<file path="src/rtl/fsm_cfg_pkg.sv">
// Shared constants for the programmable-FSM configuration sequencer.
// Holds table geometry, counter width and the sequencer state encoding.
package fsm_cfg_pkg;

   localparam int N_STATES = 9;
   localparam int W        = 4;
   localparam int STEP_W   = 8;
   localparam int IDX_W    = 4;

   localparam logic [2:0] S_IDLE  = 3'd0;
   localparam logic [2:0] S_CHECK = 3'd1;
   localparam logic [2:0] S_READY = 3'd2;
   localparam logic [2:0] S_INIT  = 3'd3;
   localparam logic [2:0] S_RUN   = 3'd4;
   localparam logic [2:0] S_DRAIN = 3'd5;
   localparam logic [2:0] S_DONE  = 3'd6;
   localparam logic [2:0] S_ERR   = 3'd7;

endpackage

</file>
<file path="src/rtl/fsm_cfg_table.sv">
// State-code table with loaded mask and write port, plus a one-pair-per-cycle
// duplicate sweep over all (i<j) pairs in i-major order.
module fsm_cfg_table #(
   parameter int N_STATES = fsm_cfg_pkg::N_STATES,
   parameter int W        = fsm_cfg_pkg::W
) (
   input  logic                          clock,
   input  logic                          reset,
   input  logic                          wr_en,
   input  logic                          clr,
   input  logic [fsm_cfg_pkg::IDX_W-1:0] wr_idx,
   input  logic [W-1:0]                  wr_code,
   input  logic                          sweep_start,
   input  logic                          sweep_en,
   output logic [N_STATES*W-1:0]         codes,
   output logic                          all_loaded,
   output logic                          bad_idx,
   output logic                          sweep_done,
   output logic                          dup_found
);

   localparam int IW = fsm_cfg_pkg::IDX_W;
   localparam logic [IW-1:0] LAST_IDX = IW'(N_STATES - 1);
   localparam logic [IW-1:0] LAST_I   = IW'(N_STATES - 2);

   logic [N_STATES-1:0] loaded;
   logic                bad_reg;
   logic                dup_reg;
   logic [IW-1:0]       i_reg;
   logic [IW-1:0]       j_reg;
   logic [W-1:0]        code_i;
   logic [W-1:0]        code_j;
   logic                match;
   logic                in_range;

   assign in_range = (wr_idx <= LAST_IDX);

   genvar gi;
   generate
      for (gi = 0; gi < N_STATES; gi++) begin : g_entry
         logic [W-1:0] code_reg;
         logic         loaded_reg;
         logic         hit;

         assign hit = wr_en && (wr_idx == IW'(gi));

         always_ff @(posedge clock) begin
            if (reset) begin
               code_reg   <= '0;
               loaded_reg <= 1'b0;
            end else if (hit) begin
               code_reg   <= wr_code;
               loaded_reg <= 1'b1;
            end else if (clr) begin
               loaded_reg <= 1'b0;
            end
         end

         assign codes[gi*W +: W] = code_reg;
         assign loaded[gi]       = loaded_reg;
      end
   endgenerate

   // A write that both clears and is out of range leaves the flag set.
   always_ff @(posedge clock) begin
      if (reset) begin
         bad_reg <= 1'b0;
      end else if (wr_en && !in_range) begin
         bad_reg <= 1'b1;
      end else if (clr) begin
         bad_reg <= 1'b0;
      end
   end

   assign all_loaded = &loaded;
   assign bad_idx    = bad_reg;

   assign code_i     = codes[i_reg*W +: W];
   assign code_j     = codes[j_reg*W +: W];
   assign match      = (code_i == code_j);
   assign sweep_done = sweep_en && (i_reg == LAST_I) && (j_reg == LAST_IDX);
   assign dup_found  = dup_reg | match;

   // Counters park on the final pair so the muxes never index past the table.
   always_ff @(posedge clock) begin
      if (reset || sweep_start) begin
         i_reg   <= '0;
         j_reg   <= IW'(1);
         dup_reg <= 1'b0;
      end else if (sweep_en && !sweep_done) begin
         dup_reg <= dup_reg | match;
         if (j_reg == LAST_IDX) begin
            i_reg <= i_reg + IW'(1);
            j_reg <= i_reg + IW'(2);
         end else begin
            j_reg <= j_reg + IW'(1);
         end
      end
   end

endmodule

</file>
<file path="src/rtl/fsm_cfg_sched.sv">
// Sequencer for the programmable FSM: loads and validates its state-code table,
// then runs it for a programmed number of enabled steps and counts laps through c0.
module fsm_cfg_sched #(
   parameter int N_STATES = fsm_cfg_pkg::N_STATES,
   parameter int W        = fsm_cfg_pkg::W,
   parameter int STEP_W   = fsm_cfg_pkg::STEP_W
) (
   input  logic                          clock,
   input  logic                          reset,
   input  logic                          cfg_valid,
   output logic                          cfg_ready,
   input  logic [fsm_cfg_pkg::IDX_W-1:0] cfg_idx,
   input  logic [W-1:0]                  cfg_code,
   input  logic                          cfg_last,
   input  logic                          start,
   input  logic [STEP_W-1:0]             steps,
   input  logic [W-1:0]                  fsm_y,
   output logic [N_STATES*W-1:0]         fsm_codes,
   output logic                          fsm_reset,
   output logic                          fsm_en,
   output logic                          busy,
   output logic                          done,
   output logic                          err,
   output logic [STEP_W-1:0]             laps
);

   import fsm_cfg_pkg::*;

   logic [2:0]        state_reg;
   logic [2:0]        state_next;
   logic [STEP_W-1:0] budget_reg;
   logic [STEP_W-1:0] step_cnt_reg;
   logic [STEP_W-1:0] laps_reg;
   logic              en_d_reg;

   logic wr_acc;
   logic clr;
   logic sweep_start;
   logic sweep_en;
   logic all_loaded;
   logic bad_idx;
   logic sweep_done;
   logic dup_found;

   assign wr_acc      = cfg_valid & cfg_ready;
   assign clr         = wr_acc & ((state_reg == S_READY) || (state_reg == S_ERR));
   assign sweep_start = wr_acc & cfg_last;
   assign sweep_en    = (state_reg == S_CHECK);

   fsm_cfg_table #(
      .N_STATES (N_STATES),
      .W        (W)
   ) u_table (
      .clock       (clock),
      .reset       (reset),
      .wr_en       (wr_acc),
      .clr         (clr),
      .wr_idx      (cfg_idx),
      .wr_code     (cfg_code),
      .sweep_start (sweep_start),
      .sweep_en    (sweep_en),
      .codes       (fsm_codes),
      .all_loaded  (all_loaded),
      .bad_idx     (bad_idx),
      .sweep_done  (sweep_done),
      .dup_found   (dup_found)
   );

   always_comb begin
      state_next = state_reg;
      case (state_reg)
         S_IDLE:  if (wr_acc && cfg_last) state_next = S_CHECK;
         S_CHECK: if (sweep_done)
                     state_next = (bad_idx || !all_loaded || dup_found) ? S_ERR : S_READY;
         S_READY: if (wr_acc)     state_next = cfg_last ? S_CHECK : S_IDLE;
                  else if (start) state_next = S_INIT;
         S_INIT:  state_next = (budget_reg == '0) ? S_DRAIN : S_RUN;
         S_RUN:   if (step_cnt_reg == budget_reg - STEP_W'(1)) state_next = S_DRAIN;
         S_DRAIN: state_next = S_DONE;
         S_DONE:  state_next = S_READY;
         S_ERR:   if (wr_acc) state_next = cfg_last ? S_CHECK : S_IDLE;
         default: state_next = S_IDLE;
      endcase
   end

   // Outputs are decoded from the next state so they line up with the state they describe.
   always_ff @(posedge clock) begin
      if (reset) begin
         state_reg    <= S_IDLE;
         cfg_ready    <= 1'b1;
         fsm_reset    <= 1'b1;
         fsm_en       <= 1'b0;
         busy         <= 1'b0;
         done         <= 1'b0;
         err          <= 1'b0;
         en_d_reg     <= 1'b0;
         budget_reg   <= '0;
         step_cnt_reg <= '0;
         laps_reg     <= '0;
      end else begin
         state_reg <= state_next;
         cfg_ready <= (state_next == S_IDLE) || (state_next == S_READY) || (state_next == S_ERR);
         fsm_reset <= !((state_next == S_RUN) || (state_next == S_DRAIN) || (state_next == S_DONE));
         fsm_en    <= (state_next == S_RUN);
         busy      <= (state_next == S_CHECK) || (state_next == S_INIT) ||
                      (state_next == S_RUN)   || (state_next == S_DRAIN);
         done      <= (state_next == S_DONE);
         err       <= (state_next == S_ERR);
         en_d_reg  <= fsm_en;

         if ((state_reg == S_READY) && (state_next == S_INIT)) begin
            budget_reg <= steps;
         end

         if (state_reg == S_INIT) begin
            step_cnt_reg <= '0;
         end else if (state_reg == S_RUN) begin
            step_cnt_reg <= step_cnt_reg + STEP_W'(1);
         end

         // fsm_y lags fsm_en by one cycle, so laps are judged against the delayed enable.
         if (state_reg == S_INIT) begin
            laps_reg <= '0;
         end else if (en_d_reg && (fsm_y == fsm_codes[W-1:0]) && (laps_reg != '1)) begin
            laps_reg <= laps_reg + STEP_W'(1);
         end
      end
   end

   assign laps = laps_reg;

endmodule

</file>
<file path="config.mk">
export PLATFORM = sky130hd
export DESIGN_NAME = fsm_cfg_sched
export DESIGN_NICKNAME = d
export VERILOG_FILES = /design/src/rtl/fsm_cfg_pkg.sv /design/src/rtl/fsm_cfg_table.sv /design/src/rtl/fsm_cfg_sched.sv
export SDC_FILE = /design/constraint.sdc
export NUM_CORES = 1
export LEC_CHECK = 0
export CORE_AREA = 5 5 102 104
export CTS_CLUSTER_DIAMETER = 120
export DETAILED_ROUTE_END_ITERATION = 6
export DIE_AREA = 0 0 107 109
export PLACE_DENSITY_LB_ADDON = 0.3
export SYNTH_ARGS = -nofsm -noshare
export SYNTH_HDL_FRONTEND = slang
export SYNTH_SLANG_ARGS = --single-unit
</file>
<file path="constraint.sdc">
create_clock -name clock -period 3.1 [get_ports clock]
set_clock_uncertainty 0.15 [all_clocks]
set_input_delay 0.775 -clock clock [delete_from_list [all_inputs] [get_ports clock]]
set_output_delay 0.775 -clock clock [all_outputs]
set_load 0.05 [all_outputs]
</file>
==> metrics.cfg <==
[outcome]
outcome=finished clean

[sta]
slew_headroom_pct=58.08
rsz0062_at_grt=no
min_period_ns=2.823
slew_violations=0
tns_ns=0
hold_viol=0
period_share_pct=91.07
final-setup-viol-count=0
max_freq_ghz=0.3542
worst_pin_slew_ns=0.6287

[finish]
stdcell_count=677
final_cell_mix=dfxtp_1 (89), nor2_1 (85), clkdlybuf4s50_1 (73)
fill_cells=815
largest_reg_flops=36
drive_gt1_share_pct=8.703
area_delta_synth_final_pct=24.75
antenna_cells=0
nNetsFinal=590
final_common_cell=dfxtp_1

[yosys]
ys_ff_latch=89
synthCells=485
synth_edf_count=0
ys_warn_count=0
async_reset_ff_share_pct=0
seq_area_frac_synth_pct=39.07
ys_types=56
syn_area_per_cell_um2=9.403
synthFlopType=dfxtp_1
syn_nets=517
synthesis.area_um2=4561

[clock_network]
htreeDepth=3
insertion_delay_ns=0.35
cts_tree=built
ctsHoldBuffers=0
cts_setup_buffers=0
cts.repair.resized=0
clockBufferDepth=2
cts_buffers=9
clkTransAtPathRegs_ns=0.09
cts_root_buf=clkbuf_8
cts.sinks=89

[global_route]
grt_overflow=0
grt_pass1_vias=3665
grt_pass1_wl_um=18330
antenna_found_initial=0
grt_max_degree=36
grt_usage_pct=19.82

[setup_path]
crit_slowest_cell=dfxtp_1
crit_required_ns=3.18
setup.worst_path.end_class=flop
crit_path_frequent_cell=o21ai_0
r2r-end=cfg_ready
regToRegStartpoint=u_table.i_reg[1]
crit_path_start_kind=flop
crit_type=reg2reg
critPathLaunch=u_table.i_reg[1]
ff2ff_setup_slack_ns=0.28
critPathArrivalTime_ns=2.91
endpoint=cfg_ready
path_cells=mux4_2 -> mux2i_1 -> o21ai_0 -> xor2_1 -> nor4_4 -> a41oi_4 -> a21oi_2 -> o21ai_0
reg2reg_depth=8
slowest_delay_ns=0.72
path_max_fanout=13

[placed_design]
dp_cells=661
port_buffers=74
place.gp.congestion=0.8810
hpwl_um=8234

[detailed_routing]
dr.pass1.iters=4
via_per_inst=5.623
ant_nets=0
wl_per_cell_um=16.54
route.detailed.drc=0
drt_iter0_drc=149
wirelength_um=11200
vias=3807

[floorplan]
start_util_pct=48.21
io_pins=75
coreArea_um2=9459
die_area_um2=11660
row_count=36
die_w_um=107
die_y_um=109

[power]
power_density_nw_per_um2=413.4
p_leak_nw=2.306
ir_drop_uv=359.7

[hold_path]
min_path_type=reg2reg

[run]
max-cap-violations=0

[final cells by class]
cell class | count | area (µm²) | area share, %
Multi-Input combinational cell | 359 | 2618 | 46.01
Sequential cell | 89 | 1782 | 31.32
Timing Repair Buffer | 89 | 873.3 | 15.35
Clock buffer | 11 | 151.4 | 2.661
Tap cell | 114 | 142.6 | 2.507
Clock inverter | 5 | 85.08 | 1.495
Inverter | 10 | 37.54 | 0.6598
[through the flow]
step                util (%)  area [µm²]  setup slack, ns  power [mW]  hold slack, ns
floorplan                  -        4561           0.5470       1.368          0.2778
global placement       57.65        5453           0.1613       1.451          0.2921
detailed placement     57.65        5453           0.1469       1.457          0.3009
CTS                    60.15        5689           0.2921       2.370          0.3137
global route           60.15        5689           0.1219       2.445          0.3445
finish                 60.15        5689           0.2769       2.352          0.3101
[where the power goes]
part | switching [mW] | internal, mW
logic | 0.135 | 0.108
clock network | 0.417 | 0.504
registers | 0.0273 | 1.16
[synthesized netlist by cell type (all sizes together), types with 2 or more instances]
master,instances,share of area [%]
dfxtp,89,39
nor2,86,7.2
mux2i,53,12
nand2,32,2.7
a21oi,23,2.6
clkbuf,20,1.6
o21ai,18,2.0
xor2,18,3.5
mux4,16,8.6
xnor2,15,2.9
nand3,12,1.3
inv,10,0.82
nor3,10,1.1
buf,7,1.1
ha,7,1.9
nand4,5,0.69
nor4,5,1.0
a211oi,4,0.66
and2,4,0.55
nand3b,4,0.66
nand4b,4,0.77
nor4b,4,0.91
or3,4,0.55
and3,3,0.41
nand2b,3,0.41
nor2b,3,0.41
nor3b,3,0.60
a21o,2,0.33
a22oi,2,0.33
a31oi,2,0.27
and3b,2,0.38
o21a,2,0.33
[cell families (layout without fill, tap and decap cells)]
family          count (synthesis)  after routing  share of synthesized area (%)
buf+inv                        37            115                          3.539
simple gates                  187            187                          20.22
compound gates                 63             63                          8.724
flops                          89             89                          39.07
fa+ha+maj                       7              7                          1.920
mux                            69             69                          20.19
xor+xnor                       33             33                          6.338
[per-layer routing]
layer  part of all wire [%]  GRT usage (%)  vias to the layer above
li1                       -              -                     1870
met1                     45          26.18                     1816
met2                     49          33.27                      105
met3                    5.3          4.500                       16
met4                    1.3          4.566                        0
met5                      0              0                        -
[critical path: cells and delay by family, from the launching register on]
kind	cells	cell delay, ns
XOR/XNOR	1	0.20
flip-flops	1	0.72
AND/OR/NAND/NOR	1	0.47
multiplexers	2	0.55
AO/OA/AOI/OAI	4	0.62
[worst min-delay path by stage]
stage / end / startpoint / cells past startpoint / slack, ns
6_report: u_table.bad_idx / u_table.bad_idx / 2 / 0.31
3_5_place_dp: u_table.bad_idx / u_table.bad_idx / 2 / 0.30
3_3_place_gp: u_table.dup_reg / u_table.dup_reg / 2 / 0.29
2_1_floorplan: u_table.dup_reg / u_table.dup_reg / 2 / 0.28
4_1_cts: u_table.bad_idx / u_table.bad_idx / 2 / 0.31
5_1_grt: u_table.g_entry[0].loaded_reg / u_table.g_entry[0].loaded_reg / 2 / 0.34
(Power assumes the default switching activity.)
